$ cat src/rtl/mips_mem_pkg.sv
// Shared types and constants for the MIPS memory stage.
//   mem_state_t     : memory-stage FSM states
//   BE_WORD/BE_BYTE0: byte-enable patterns (word, byte lane 0)
//   DEFAULT_TIMEOUT : default WAIT abort limit when MEM_TIMEOUT_EN is defined
package mips_mem_pkg;

   typedef enum logic [1:0] {
      IDLE = 2'd0,
      WAIT = 2'd1,
      DONE = 2'd2,
      ERR  = 2'd3
   } mem_state_t;

   localparam logic [3:0] BE_WORD  = 4'b1111;
   localparam logic [3:0] BE_BYTE0 = 4'b0001;

   localparam int DEFAULT_TIMEOUT = 255;

endpackage

$ cat src/rtl/mem_load_align.sv
// Combinational load aligner.
//   rdata   in  32  raw word from data memory
//   lane    in  2   byte lane (addr[1:0])
//   byte_op in  1   1 = byte load (zero-extended), 0 = word load
//   aligned out 32  value to be written to MEM_out
module mem_load_align (
   input  logic [31:0] rdata,
   input  logic [1:0]  lane,
   input  logic        byte_op,
   output logic [31:0] aligned
);

   logic [7:0] lane_byte;

   always_comb begin
      lane_byte = rdata[7:0];
      case (lane)
         2'd0: lane_byte = rdata[7:0];
         2'd1: lane_byte = rdata[15:8];
         2'd2: lane_byte = rdata[23:16];
         2'd3: lane_byte = rdata[31:24];
         default: lane_byte = rdata[7:0];
      endcase
   end

   assign aligned = byte_op ? {24'd0, lane_byte} : rdata;

endmodule

$ cat src/rtl/mem_stage_ctrl.sv
// Memory stage controller: runs one req/ack transaction to a variable-latency
// data memory per Mem_start, word or byte, load or store.
// Optional build macro: MEM_TIMEOUT_EN (abort WAIT after TIMEOUT_CYC cycles).
//
// Ports:
//   Clk, Reset (sync, active high)
//   Mem_start, Mem_wr, Byte_op, ALU_out, RF_B : request from datapath/control
//   Dmem_req/we/addr/be/wdata, Dmem_rdata, Dmem_ack : data-memory handshake
//   MEM_out  : registered load result
//   Mem_done : one-cycle completion pulse
//   Mem_busy : high whenever not IDLE
//   Addr_err : one-cycle pulse on misaligned word access (or timeout)
//
// state | meaning
// IDLE  | waiting for Mem_start
// WAIT  | Dmem_req held, waiting for Dmem_ack
// DONE  | Mem_done pulse, access complete
// ERR   | Addr_err pulse, access aborted
module mem_stage_ctrl
   import mips_mem_pkg::*;
#(
   parameter int TIMEOUT_CYC = DEFAULT_TIMEOUT
) (
   input  logic        Clk,
   input  logic        Reset,
   input  logic        Mem_start,
   input  logic        Mem_wr,
   input  logic        Byte_op,
   input  logic [31:0] ALU_out,
   input  logic [31:0] RF_B,
   output logic        Dmem_req,
   output logic        Dmem_we,
   output logic [31:0] Dmem_addr,
   output logic [3:0]  Dmem_be,
   output logic [31:0] Dmem_wdata,
   input  logic [31:0] Dmem_rdata,
   input  logic        Dmem_ack,
   output logic [31:0] MEM_out,
   output logic        Mem_done,
   output logic        Mem_busy,
   output logic        Addr_err
);

   mem_state_t  state, state_nx;
   logic        req_nx, we_nx, done_nx, busy_nx, err_nx;
   logic [31:0] addr_nx, wdata_nx, out_nx;
   logic [3:0]  be_nx;
   logic [1:0]  lane_q, lane_nx;
   logic        byte_q, byte_nx;
   logic [31:0] load_val;
   logic        timed_out;

   mem_load_align u_align (
      .rdata   (Dmem_rdata),
      .lane    (lane_q),
      .byte_op (byte_q),
      .aligned (load_val)
   );

   if (TIMEOUT_CYC < 1) begin : g_bad_timeout
      $error("TIMEOUT_CYC must be at least 1");
   end

`ifdef MEM_TIMEOUT_EN
   localparam int CNT_W = ($clog2(TIMEOUT_CYC + 1) < 8) ? 8 : $clog2(TIMEOUT_CYC + 1);
   logic [CNT_W-1:0] cnt_q, cnt_nx;

   // cnt_q counts completed WAIT cycles before this one, so the abort fires
   // in the TIMEOUT_CYC-th WAIT cycle.
   assign timed_out = (cnt_q == CNT_W'(TIMEOUT_CYC - 1));

   always_comb begin
      cnt_nx = cnt_q;
      if (state == WAIT) cnt_nx = cnt_q + 1'b1;
      else               cnt_nx = '0;
   end

   always_ff @(posedge Clk) begin
      if (Reset) cnt_q <= '0;
      else       cnt_q <= cnt_nx;
   end
`else
   assign timed_out = 1'b0;
`endif

   always_comb begin
      state_nx = state;
      req_nx   = Dmem_req;
      we_nx    = Dmem_we;
      addr_nx  = Dmem_addr;
      be_nx    = Dmem_be;
      wdata_nx = Dmem_wdata;
      out_nx   = MEM_out;
      done_nx  = 1'b0;
      err_nx   = 1'b0;
      busy_nx  = Mem_busy;
      lane_nx  = lane_q;
      byte_nx  = byte_q;
      case (state)
         IDLE: begin
            if (Mem_start) begin
               lane_nx  = ALU_out[1:0];
               byte_nx  = Byte_op;
               addr_nx  = {ALU_out[31:2], 2'b00};
               be_nx    = Byte_op ? (BE_BYTE0 << ALU_out[1:0]) : BE_WORD;
               wdata_nx = Byte_op ? {4{RF_B[7:0]}} : RF_B;
               busy_nx  = 1'b1;
               if (!Byte_op && (ALU_out[1:0] != 2'b00)) begin
                  state_nx = ERR;
                  err_nx   = 1'b1;
               end else begin
                  state_nx = WAIT;
                  req_nx   = 1'b1;
                  we_nx    = Mem_wr;
               end
            end
         end
         WAIT: begin
            if (Dmem_ack) begin
               if (!Dmem_we) out_nx = load_val;
               state_nx = DONE;
               req_nx   = 1'b0;
               we_nx    = 1'b0;
               done_nx  = 1'b1;
            end else if (timed_out) begin
               state_nx = ERR;
               req_nx   = 1'b0;
               we_nx    = 1'b0;
               err_nx   = 1'b1;
            end
         end
         DONE: begin
            state_nx = IDLE;
            busy_nx  = 1'b0;
         end
         ERR: begin
            state_nx = IDLE;
            busy_nx  = 1'b0;
         end
         default: begin
            state_nx = IDLE;
            busy_nx  = 1'b0;
         end
      endcase
   end

   always_ff @(posedge Clk) begin
      if (Reset) begin
         state      <= IDLE;
         Dmem_req   <= 1'b0;
         Dmem_we    <= 1'b0;
         Dmem_addr  <= '0;
         Dmem_be    <= '0;
         Dmem_wdata <= '0;
         MEM_out    <= '0;
         Mem_done   <= 1'b0;
         Mem_busy   <= 1'b0;
         Addr_err   <= 1'b0;
         lane_q     <= '0;
         byte_q     <= 1'b0;
      end else begin
         state      <= state_nx;
         Dmem_req   <= req_nx;
         Dmem_we    <= we_nx;
         Dmem_addr  <= addr_nx;
         Dmem_be    <= be_nx;
         Dmem_wdata <= wdata_nx;
         MEM_out    <= out_nx;
         Mem_done   <= done_nx;
         Mem_busy   <= busy_nx;
         Addr_err   <= err_nx;
         lane_q     <= lane_nx;
         byte_q     <= byte_nx;
      end
   end

endmodule

$ cat config.mk
export PLATFORM = sky130hd
export DESIGN_NAME = mem_stage_ctrl
export DESIGN_NICKNAME = d
export VERILOG_FILES = /design/src/rtl/mips_mem_pkg.sv /design/src/rtl/mem_load_align.sv /design/src/rtl/mem_stage_ctrl.sv
export SDC_FILE = /design/constraint.sdc
export NUM_CORES = 1
export LEC_CHECK = 0
export BUFFER_PORTS_ARGS = -buffer_cell sky130_fd_sc_hd__buf_2
export CORE_MARGIN = 2
export CORE_UTILIZATION = 40
export DETAILED_ROUTE_END_ITERATION = 16
export PLACE_DENSITY = 0.67
export SYNTH_ARGS = -nofsm -noshare
export SYNTH_HDL_FRONTEND = slang
export SYNTH_SLANG_ARGS = --single-unit
$ cat constraint.sdc
create_clock -name Clk -period 3.15 [get_ports Clk]
set_input_delay 0.7875 -clock Clk [delete_from_list [all_inputs] [get_ports Clk]]
set_output_delay 0.7875 -clock Clk [all_outputs]
set_load 0.01 [all_outputs]
==> flow_summary.json <==
{
  "run_status": "finished clean",
  "tritoncts": "done",
  "viasPerCell": 5.10,
  "ff2ff_setup_slack_ps": 1300,
  "switching_share_pct": 25.9,
  "ys_types": 34,
  "numCtsBuffers": 9,
  "netlist_top_cells_area": "dfxtp_1 48%, nand2_1 9.1%, a21oi_1 7.5%",
  "grt_pass1_vias": 3941,
  "ys.flop_type": "dfxtp_1",
  "power_mw": 3.11,
  "dr_wl_met3_mm": 1.22,
  "route.vias.total": 4201,
  "yosys.area.top_type_share_pct": 48.1,
  "power_density_nw_per_um2": 545,
  "synth_edf_count": 0,
  "synth.most_common_cell": "nand2_1",
  "area_growth_pct": 27.0,
  "die_w_um": 110,
  "start_util_pct": 41.3,
  "clock_latency_ps": 360,
  "synth-xor-area-share_pct": 0,
  "clockBufferDepth": 2,
  "core_area_um2": 10900,
  "hold_viol": 0,
  "cp-end-kind": "flop",
  "gp_congestion": 0.799,
  "yosys.area_share.adder_pct": 0,
  "cts_hold_buffers": 0,
  "critPathCapture": "MEM_out[1]",
  "postSynthAreaPerCell_um2": 8.85,
  "r2r_cells": 2,
  "cp-start-kind": "flop",
  "grt_pass1_wl_mm": 18.9,
  "syn_inst": 508,
  "finalSetupViolCount": 0,
  "required_ps": 3410,
  "ctsResizeCount": 0,
  "clkPwrFrac_pct": 35.1,
  "critPathLaunch": "state[0]",
  "max_freq_mhz": 541,
  "grt_use_total_pct": 19.7,
  "async_reset_ff_share_pct": 0,
  "num-nets-final": 781,
  "ios": 207,
  "drive_gt1_share_pct": 34.6,
  "min_period_over_period_pct": 58.7,
  "tightest_slew_ps": 828,
  "post-cts-setup-buffer-count": 0,
  "ys_seq_area_share_pct": 48.1,
  "seqPwrFrac_pct": 48.6,
  "hold_path.class": "flop to flop",
  "row_count": 38,
  "peakVddDrop_v": 0.000229,
  "root_buffer": "clkbuf_8",
  "maxSlewViolCount": 0,
  "p_int_mw": 2.31,
  "comb_power_share_pct": 16.3,
  "p_switching_uw": 805,
  "arrival_ps": 2110,
  "synth-compound-area-share_pct": 16.9,
  "io_buffers": 204,
  "top_layer": "met4",
  "cap_violations": 0,
  "drt-initial-drc-count": 257,
  "clk_pin_slew_ps": 100,
  "drc": 0,
  "die-area_um2": 12100,
  "ys_seq_elements": 108,
  "r2r_end": "MEM_out[1]",
  "finalSetupTns_ps": 0,
  "grt_max_degree": 63,
  "met2_length_mm": 5.75,
  "n_antenna_cell": 0,
  "min_period_ps": 1850,
  "hpwlAfterDp_mm": 8.53,
  "antenna_found_initial": 0,
  "cts.sinks": 108,
  "grt_setup_unrepaired": "false",
  "timing.slew.headroom_pct": 44.8,
  "synthMuxAreaShare_pct": 7.57,
  "crit_path_max_fanout": 40,
  "overflow": 0,
  "ys_top_cells_by_count": "109 x nand2_1, 108 x dfxtp_1, 67 x a21oi_1, 33 x nand3b_1, 32 x nor2_1",
  "detail-route-antenna-nets": 0,
  "dr.pass1.iters": 5,
  "drt-met1-wl_mm": 5.04,
  "dieHeight_um": 110,
  "ys_warn_count": 0,
  "htree_num_levels": 3,
  "p_leak_nw": 2.58,
  "crit_type": "flop to flop",
  "synth_top_family_by_area": "simple AND/OR/NAND/NOR gates",
  "yosysTopAreaCell": "dfxtp_1",
  "fin_skew_ps": 3.86,
  "reg2reg_from": "state[0]",
  "avgRoutedWirePerCell_um": 14.7,
  "drt-total-wl_mm": 12.1,
  "netlist_area_um2": 4500,
  "yosys.area_share.simple_pct": 20.4
}
==> critical path, stage by stage, from the launching register on <==
cell and delay, ps:
dfxtp_1 620, nand4bb_4 570, o41ai_1 540
==> cells by family (layout without fill, tap and decap cells) <==
group           count (synthesis)  in the layout
other cells                     1              2
simple gates                  190            190
compound gates                125            125
buf+inv                        51            226
mux                            33             33
flops                         108            108
==> registers in the layout, indices dropped and copies added, names as in the netlist, 2 cells and up <==
name / cells
Dmem_addr: 30
Dmem_be: 4
Dmem_wdata: 32
MEM_out: 32
lane_q: 2
state: 2
==> power by group through the flow <==
stage / Sequential, mW / Clock (mW) / Combinational (mW)
after floorplan: 1.57 / 0 / 0.292
after CTS: 1.51 / 1.13 / 0.513
after global routing: 1.53 / 1.18 / 0.566
final: 1.51 / 1.09 / 0.508
after detailed placement: 1.54 / 0 / 0.513
after global placement: 1.54 / 0 / 0.502
==> area by class of cell <==
type | count | area, µm²
fillers | 1039 | 5180
inverters | 1 | 3.75
clock inverters | 4 | 120
repair buffers | 209 | 1070
flip-flops and latches | 108 | 2160
multi-input cells | 350 | 2030
well taps | 140 | 175
clock buffers | 12 | 145
==> worst min path at each step <==
stage | slack (ps) | depth (start not counted) | endpoint | startpoint
after CTS | 460 | 2 | Dmem_addr[8] | Dmem_addr[8]
after global placement | 430 | 2 | MEM_out[24] | MEM_out[24]
after floorplan | 450 | 2 | lane_q[1] | lane_q[1]
final | 450 | 2 | Dmem_wdata[6] | Dmem_wdata[6]
after detailed placement | 440 | 2 | Dmem_addr[8] | Dmem_addr[8]
after global routing | 470 | 2 | Dmem_wdata[7] | Dmem_wdata[7]
==> stage by stage <==
step	utilization [%]	std cells	worst slack (ps)	hold slack [ps]	cell area, µm²
after global placement	50.0	808	1120	434	5450
after CTS	52.5	824	1340	457	5710
final	52.5	824	1300	454	5710
after detailed placement	50.0	808	1050	443	5450
after floorplan	-	509	1470	452	4500
after global routing	52.5	824	1070	474	5710
==> cell usage in the layout, fill, tap and decap left out, types with 3 or more instances in the layout <==
master,instances
buf_2,203
clkbuf_8,10
mux2_2,8
buf_4,5
nor2_1,32
mux2i_1,25
bufinv_16,4
o22ai_1,15
nand3b_1,33
nand2_1,109
dfxtp_1,108
a211oi_1,25
nand2b_1,4
nor3_1,3
a21oi_1,67
o41ai_1,8
a311oi_1,3
==> routing by layer <==
layer  global-route usage [%]  up-vias
met5                        0        -
met4                     5.61        0
met3                     7.29       14
met2                     33.4      153
met1                     23.4     1934
li1                         -     2100
No activity file was read; power rests on OpenSTA's default activity.
